===== src/rtl/char_stream_sequencer.sv =====
// char_stream_sequencer: pulls characters one at a time from a character reader,
// buffers each one and hands it downstream over valid/ready until the reader
// reports end of stream or the per-run character limit is reached.
module char_stream_sequencer #(
    parameter int unsigned CHAR_WIDTH  = 8,
    parameter int unsigned MAX_CHARS   = 1024,
    parameter int unsigned COUNT_WIDTH = 11
) (
    input  logic                   clock,
    input  logic                   reset,
    input  logic                   start,
    output logic                   rd_enable,
    input  logic [CHAR_WIDTH-1:0]  rd_char,
    input  logic                   rd_finished,
    output logic [CHAR_WIDTH-1:0]  out_char,
    output logic                   out_valid,
    input  logic                   out_ready,
    output logic                   busy,
    output logic                   done,
    output logic                   overflow,
    output logic [COUNT_WIDTH-1:0] char_count
);

    localparam logic [2:0] S_IDLE    = 3'd0;
    localparam logic [2:0] S_ISSUE   = 3'd1;
    localparam logic [2:0] S_CAPTURE = 3'd2;
    localparam logic [2:0] S_PRESENT = 3'd3;
    localparam logic [2:0] S_DONE    = 3'd4;

    localparam logic [COUNT_WIDTH-1:0] MAX_COUNT = COUNT_WIDTH'(MAX_CHARS);

    logic [2:0]             state_q,    state_d;
    logic [CHAR_WIDTH-1:0]  char_q,     char_d;
    logic [COUNT_WIDTH-1:0] count_q,    count_d;
    logic                   overflow_q, overflow_d;
    logic                   rd_en_q,    rd_en_d;
    logic                   valid_q,    valid_d;
    logic                   busy_q,     busy_d;
    logic                   done_q,     done_d;

    // Next-state logic; output registers are derived from the next state so
    // every output is a flop that reflects the state it belongs to.
    always_comb begin
        state_d    = state_q;
        char_d     = char_q;
        count_d    = count_q;
        overflow_d = overflow_q;

        case (state_q)
            S_IDLE, S_DONE: begin
                if (start) begin
                    state_d    = S_ISSUE;
                    count_d    = '0;
                    overflow_d = 1'b0;
                end
            end
            S_ISSUE: begin
                state_d = S_CAPTURE;
            end
            S_CAPTURE: begin
                // A finished reader leaves rd_char stale, so no beat is produced.
                if (rd_finished) begin
                    state_d = S_DONE;
                end else begin
                    char_d  = rd_char;
                    state_d = S_PRESENT;
                end
            end
            S_PRESENT: begin
                if (out_ready) begin
                    count_d = count_q + COUNT_WIDTH'(1);
                    if (count_d == MAX_COUNT) begin
                        overflow_d = 1'b1;
                        state_d    = S_DONE;
                    end else begin
                        state_d = S_ISSUE;
                    end
                end
            end
            default: begin
                state_d = S_IDLE;
            end
        endcase

        rd_en_d = (state_d == S_ISSUE);
        valid_d = (state_d == S_PRESENT);
        busy_d  = (state_d == S_ISSUE) || (state_d == S_CAPTURE) || (state_d == S_PRESENT);
        done_d  = (state_d == S_DONE);
    end

    // State and output registers with synchronous reset.
    always_ff @(posedge clock) begin
        if (reset) begin
            state_q    <= S_IDLE;
            char_q     <= '0;
            count_q    <= '0;
            overflow_q <= 1'b0;
            rd_en_q    <= 1'b0;
            valid_q    <= 1'b0;
            busy_q     <= 1'b0;
            done_q     <= 1'b0;
        end else begin
            state_q    <= state_d;
            char_q     <= char_d;
            count_q    <= count_d;
            overflow_q <= overflow_d;
            rd_en_q    <= rd_en_d;
            valid_q    <= valid_d;
            busy_q     <= busy_d;
            done_q     <= done_d;
        end
    end

    assign rd_enable  = rd_en_q;
    assign out_char   = char_q;
    assign out_valid  = valid_q;
    assign busy       = busy_q;
    assign done       = done_q;
    assign overflow   = overflow_q;
    assign char_count = count_q;

endmodule


===== config.mk =====
export PLATFORM = sky130hd
export DESIGN_NAME = char_stream_sequencer
export DESIGN_NICKNAME = d
export VERILOG_FILES = /design/src/rtl/char_stream_sequencer.sv
export SDC_FILE = /design/constraint.sdc
export NUM_CORES = 1
export LEC_CHECK = 0
export ABC_AREA = 1
export CORE_ASPECT_RATIO = 1.2
export CORE_MARGIN = 2
export CORE_UTILIZATION = 42
export DETAILED_ROUTE_END_ITERATION = 8
export PLACE_DENSITY = 0.84
export SYNTH_ARGS = -nofsm -noshare
export SYNTH_HDL_FRONTEND = slang
export SYNTH_SLANG_ARGS = --single-unit

===== constraint.sdc =====
create_clock -name clock -period 1.66 [get_ports clock]
set_clock_uncertainty 0.15 [all_clocks]
set_input_delay 0.166 -clock clock [delete_from_list [all_inputs] [get_ports clock]]
set_output_delay 0.166 -clock clock [all_outputs]
set_load 0.01 [all_outputs]

# Word-level counts from Yosys, hierarchy flattened
# Cells that the tools add are included.
classes:
  add_sub_neg: 1
  n_eq_ne: 12
  muxes: 12
  n_bitwise: 1
  n_reduce_logical: 8
ops:
  columns: ["op", "count"]
  rows:
  - ["$mux 11", 2]
  - ["$pmux 11 s2", 1]
  - ["$eq 3x2->1 const B", 4]
  - ["$mux 3", 4]
  - ["$pmux 3 s4", 1]
  - ["$add 11x1->11 const B", 1]
  - ["$eq 11x11->1 const B", 1]
  - ["$eq 3x1->1 const B", 2]
  - ["$eq 3x3->1 const B", 2]
  - ["$ne 2x2->1 const B", 3]
  - ["$reduce_and 4->1", 1]
  - ["$logic_not 3->1", 1]
  - ["$mux 1", 3]
  - ["$reduce_and 3->1", 1]
  - ["$logic_or 1x1->1", 2]
  - ["$pmux 1 s2", 1]
  - ["$reduce_and 2->1", 1]
  - ["$reduce_bool 2->1", 1]
  - ["$reduce_or 2->1", 1]
  - ["$not 1->1", 1]
totals:
  regBits: 27

# Depth between registers and ports, before layout
logic_depth:
  depth_word: 8
  ltp_mapped: 13
  ltp_nobuf: 13

# Least setup slack after synthesis
# No wires, ideal clock.
synth_timing:
  path_type: "register to register"
  startpoint: "register count_q[1] (netlist: char_count[1])"
  endpoint: "register rd_en_q (netlist: rd_enable)"
  setup_time_ns: 0.125
  arrival_ns: 1.463
  required_ns: 1.385
  slack_ns: -0.078
  path_stages_with_launch: 13
  synth_period_minus_slack_ns: 1.738
  cell_sequence: "dfxtp_1 > ha_1 > nand2_1 > inv_2 > nand4_1 > nand2_1 > nand3_2 > nor2_4 > nand3_1 > nand2_1 > nand2_1 > nand2_2 > nor2_1"
synth_via:
  elab_chain_len: 6
synth_lines:
  columns: ["element", "line_no", "text"]
  rows:
  - ["from (decl)", "34", "logic [COUNT_WIDTH-1:0] count_q, count_d;"]
  - ["from (signal assigned)", "105", "count_q <= count_d;"]
  - ["$add 11x1->11", "71", "count_d = count_q + COUNT_WIDTH'(1);"]
  - ["$eq 11x11->1", "72", "if (count_d == MAX_COUNT) begin"]
  - ["$mux 3", "72", null]
  - ["$mux 3", "70", "if (out_ready) begin"]
  - ["$pmux 3 s4", "49", "case (state_q)"]
  - ["$eq 3x1->1", "85", "rd_en_d = (state_d == S_ISSUE);"]
  - ["to (signal assigned)", "107", "rd_en_q <= rd_en_d;"]
  - ["to (decl)", "36", "logic rd_en_q, rd_en_d;"]
# No other way between the ends.
# A chain may end at the register's enable or synchronous reset.

# Worst setup path in the final report
# Ends and elaborated chain as after synthesis.

==> qor.yml <==
status:
  status: "finished with violations"
  violations: "negative setup slack"
final_layout:
  layout_common_cells: "nand2_1 (40), clkdlybuf4s50_1 (29), buf_4 (28)"
  final_nets: 267
  regArea_um2: 558.0
  final_common_cell: "nand2_1"
  multiInputGateArea_um2: 733.2
  layout-drive-gt1-share_pct: 27.38
  stdcell_area_um2: 2024
  area_delta_synth_final_pct: 53.51
  n_fill_cell: 269
  antenna_cells: 0
clock_tree:
  htree_levels: 1
  clk_pin_slew_ps: 140
  numCtsBuffers: 3
  numClockSinks: 27
  cts_tree: "done"
  clockRootBuffer: "clkbuf_4"
  clock_latency_ps: 330
  cts_buffer_depth: 2
detailed_routing:
  drt_first_pass_iters: 4
  drc: 0
  routedWlPerCell_um: 12.48
  via_per_inst: 5.094
  first_iter_violations: 33
  detail-route-antenna-nets: 0
  vias: 1467
  drt-total-wl_um: 3593
global_route:
  grt_pass1_vias: 1431
  gr-total-overflow: 0
  grt_max_degree: 15
  antenna_found_initial: 0
  grt_use_total_pct: 21.43
  grt_pass1_wl_um: 5692
setup_path:
  crit_required_ps: 1730
  cp_slowest_stage_delay_ps: 390
  start_kind: "register"
  worst_path_max_delay_cell: "dfxtp_4"
  critical_path.startpoint: "char_count[1]"
  critical_path_class: "reg -> reg"
  end_kind: "register"
  path_cells: "ha_4 > nand2_4 > inv_4 > nand3_2 > nand2_2 > nand2_1 > nand3_2 > nor2_4 > nand3_2 > nand2_1 > nand2_1 > nand2_2 > nor2_1"
  crit_fanout: 6
  worstPathArrival_ps: 1820
  crit-reg2reg-launch: "char_count[1]"
yosys:
  synth-seq-cells: 27
  ys_types: 26
  synth_top_area_share_pct: 40.99
  synthCells: 188
  ys_warn_count: 0
  synthTopCellsByArea: "dfxtp_1 (41%), nand2_1 (12%), nor2_1 (7.1%)"
  syn_nets: 202
  synth_area_leader_cell: "dfxtp_1"
  syn-cell-area_um2: 1319
  synth-seq-area-share_pct: 40.99
  syn_avg_cell_area_um2: 7.015
place:
  dp_worst_setup_slack_ps: -92.28
  hpwlAfterDp_um: 2423
  io_buffers: 36
  gp_congestion: 0.8369
  place_area_um2: 1832
sta:
  timing.final.crit_period_ps: 1752
  worst_slew_pin_slew_ps: 283.1
  hold_violations: 0
  setup_violations: 7
  period_share_pct: 105.5
  hold_slack_ps: 249.4
  setup_ws_ps: -91.87
  tns_ps: -452.8
  drv_slew: 0
  slew_headroom_pct: 80.97
  max_freq_mhz: 570.8
  rsz0062_at_grt: "true"
power_and_ir_drop:
  pwr_density_cell_nw_per_um2: 572.0
  internal_power_w: 0.0008545
  pwr-share-comb_pct: 16.6
  clkPwrFrac_pct: 24.5
  swShare_pct: 26.22
  ir_worst_vdd_uv: 560.3
  p_leak_nw: 0.9643
  power_frac_seq_pct: 58.9
  net-switching-power_w: 0.0003036
min_path:
  hp-start: "rd_char[0]"
  min_path_type: "in -> reg"
floorplanning:
  core_area_um2: 3028
  die_h_um: 65.38
  placementRows: 22
  die_w_um: 55.15
  ioPinCount: 37
  start_util_pct: 43.55
  die-area_um2: 3606
run:
  max_cap_viol_count: 0
## power groups by stage
stage,sequential (W),combinational (W),clock [W]
floorplan,0.000710,0.0000865,0
global placement,0.000701,0.000184,0
detailed placement,0.000701,0.000188,0
CTS,0.000683,0.000189,0.000293
global route,0.000686,0.000211,0.000321
finish,0.000682,0.000192,0.000284
## registers in the layout, summed over array words and instances, names as in the netlist
name / cells
overflow: 1
done: 1
busy: 1
rd_enable: 1
out_char: 8
char_count: 11
state_q: 3
out_valid: 1
## path summary, 6_finish.rpt
check                           depth (start not counted)  slack (ps)             end
worst max-delay path                                   13         -90       rd_enable
worst min register to register                          2         350  char_count[10]
worst min-delay path                                    3         250     out_char[0]
worst max register to register                         13         -90       rd_enable
## layout make-up
cell class,count,share of cell area (%)
flip-flops and latches,27,27.56
repair buffers,64,28.12
inverters,24,4.574
clock buffers,4,1.298
multi-input cells,133,36.22
well taps,36,2.225
## metrics by stage
step,power [W],std cells,util [%]
floorplan,0.0007960,188,-
global placement,0.0008847,272,60.50
detailed placement,0.0008885,272,60.50
global route,0.001218,288,66.86
finish,0.001158,288,66.86
CTS,0.001165,283,64.63
## cells by family after synthesis
family | count (synthesis) | synth area share (%)
and+or+nand+nor | 101 | 37.19
buffers and inverters | 28 | 8.160
AOI/OAI and AO/OA | 31 | 12.71
DFF | 27 | 40.99
adders and majority gates | 1 | 0.9486
## critical path, delay by kind of cell (launching register included)
kind,cells,cell delay [ps]
adder cells (fa/ha/maj),1,160
buffers and inverters,1,60
flip-flops,1,390
AND/OR/NAND/NOR,11,880
## routing by layer
metal / track usage [%] / part of all wire [%] / up-vias
met1: 22.03 / 39 / 670
met2: 38.24 / 52 / 54
met4: 11.89 / 3.5 / 0
li1: - / - / 728
met3: 4.545 / 4.9 / 15
met5: 0 / 0 / -
## cell usage after synthesis (all sizes together)
cell type  number
a211oi          1
a21oi          17
a32oi           1
buf             2
clkbuf          2
dfxtp          27
ha              1
inv            24
nand2          49
nand3          15
nand3b          1
nand4           3
nor2           31
nor3            2
o21ai          11
o31ai           1
## what timing repair did
item | in CTS | in global routing
hold buffers | 0 | 0
gates resized for setup | 19 | 12
setup endpoints to repair | 10 | 12
pin swaps | 6 | 10
setup buffers | 7 | 5
(Power assumes the default switching activity.)
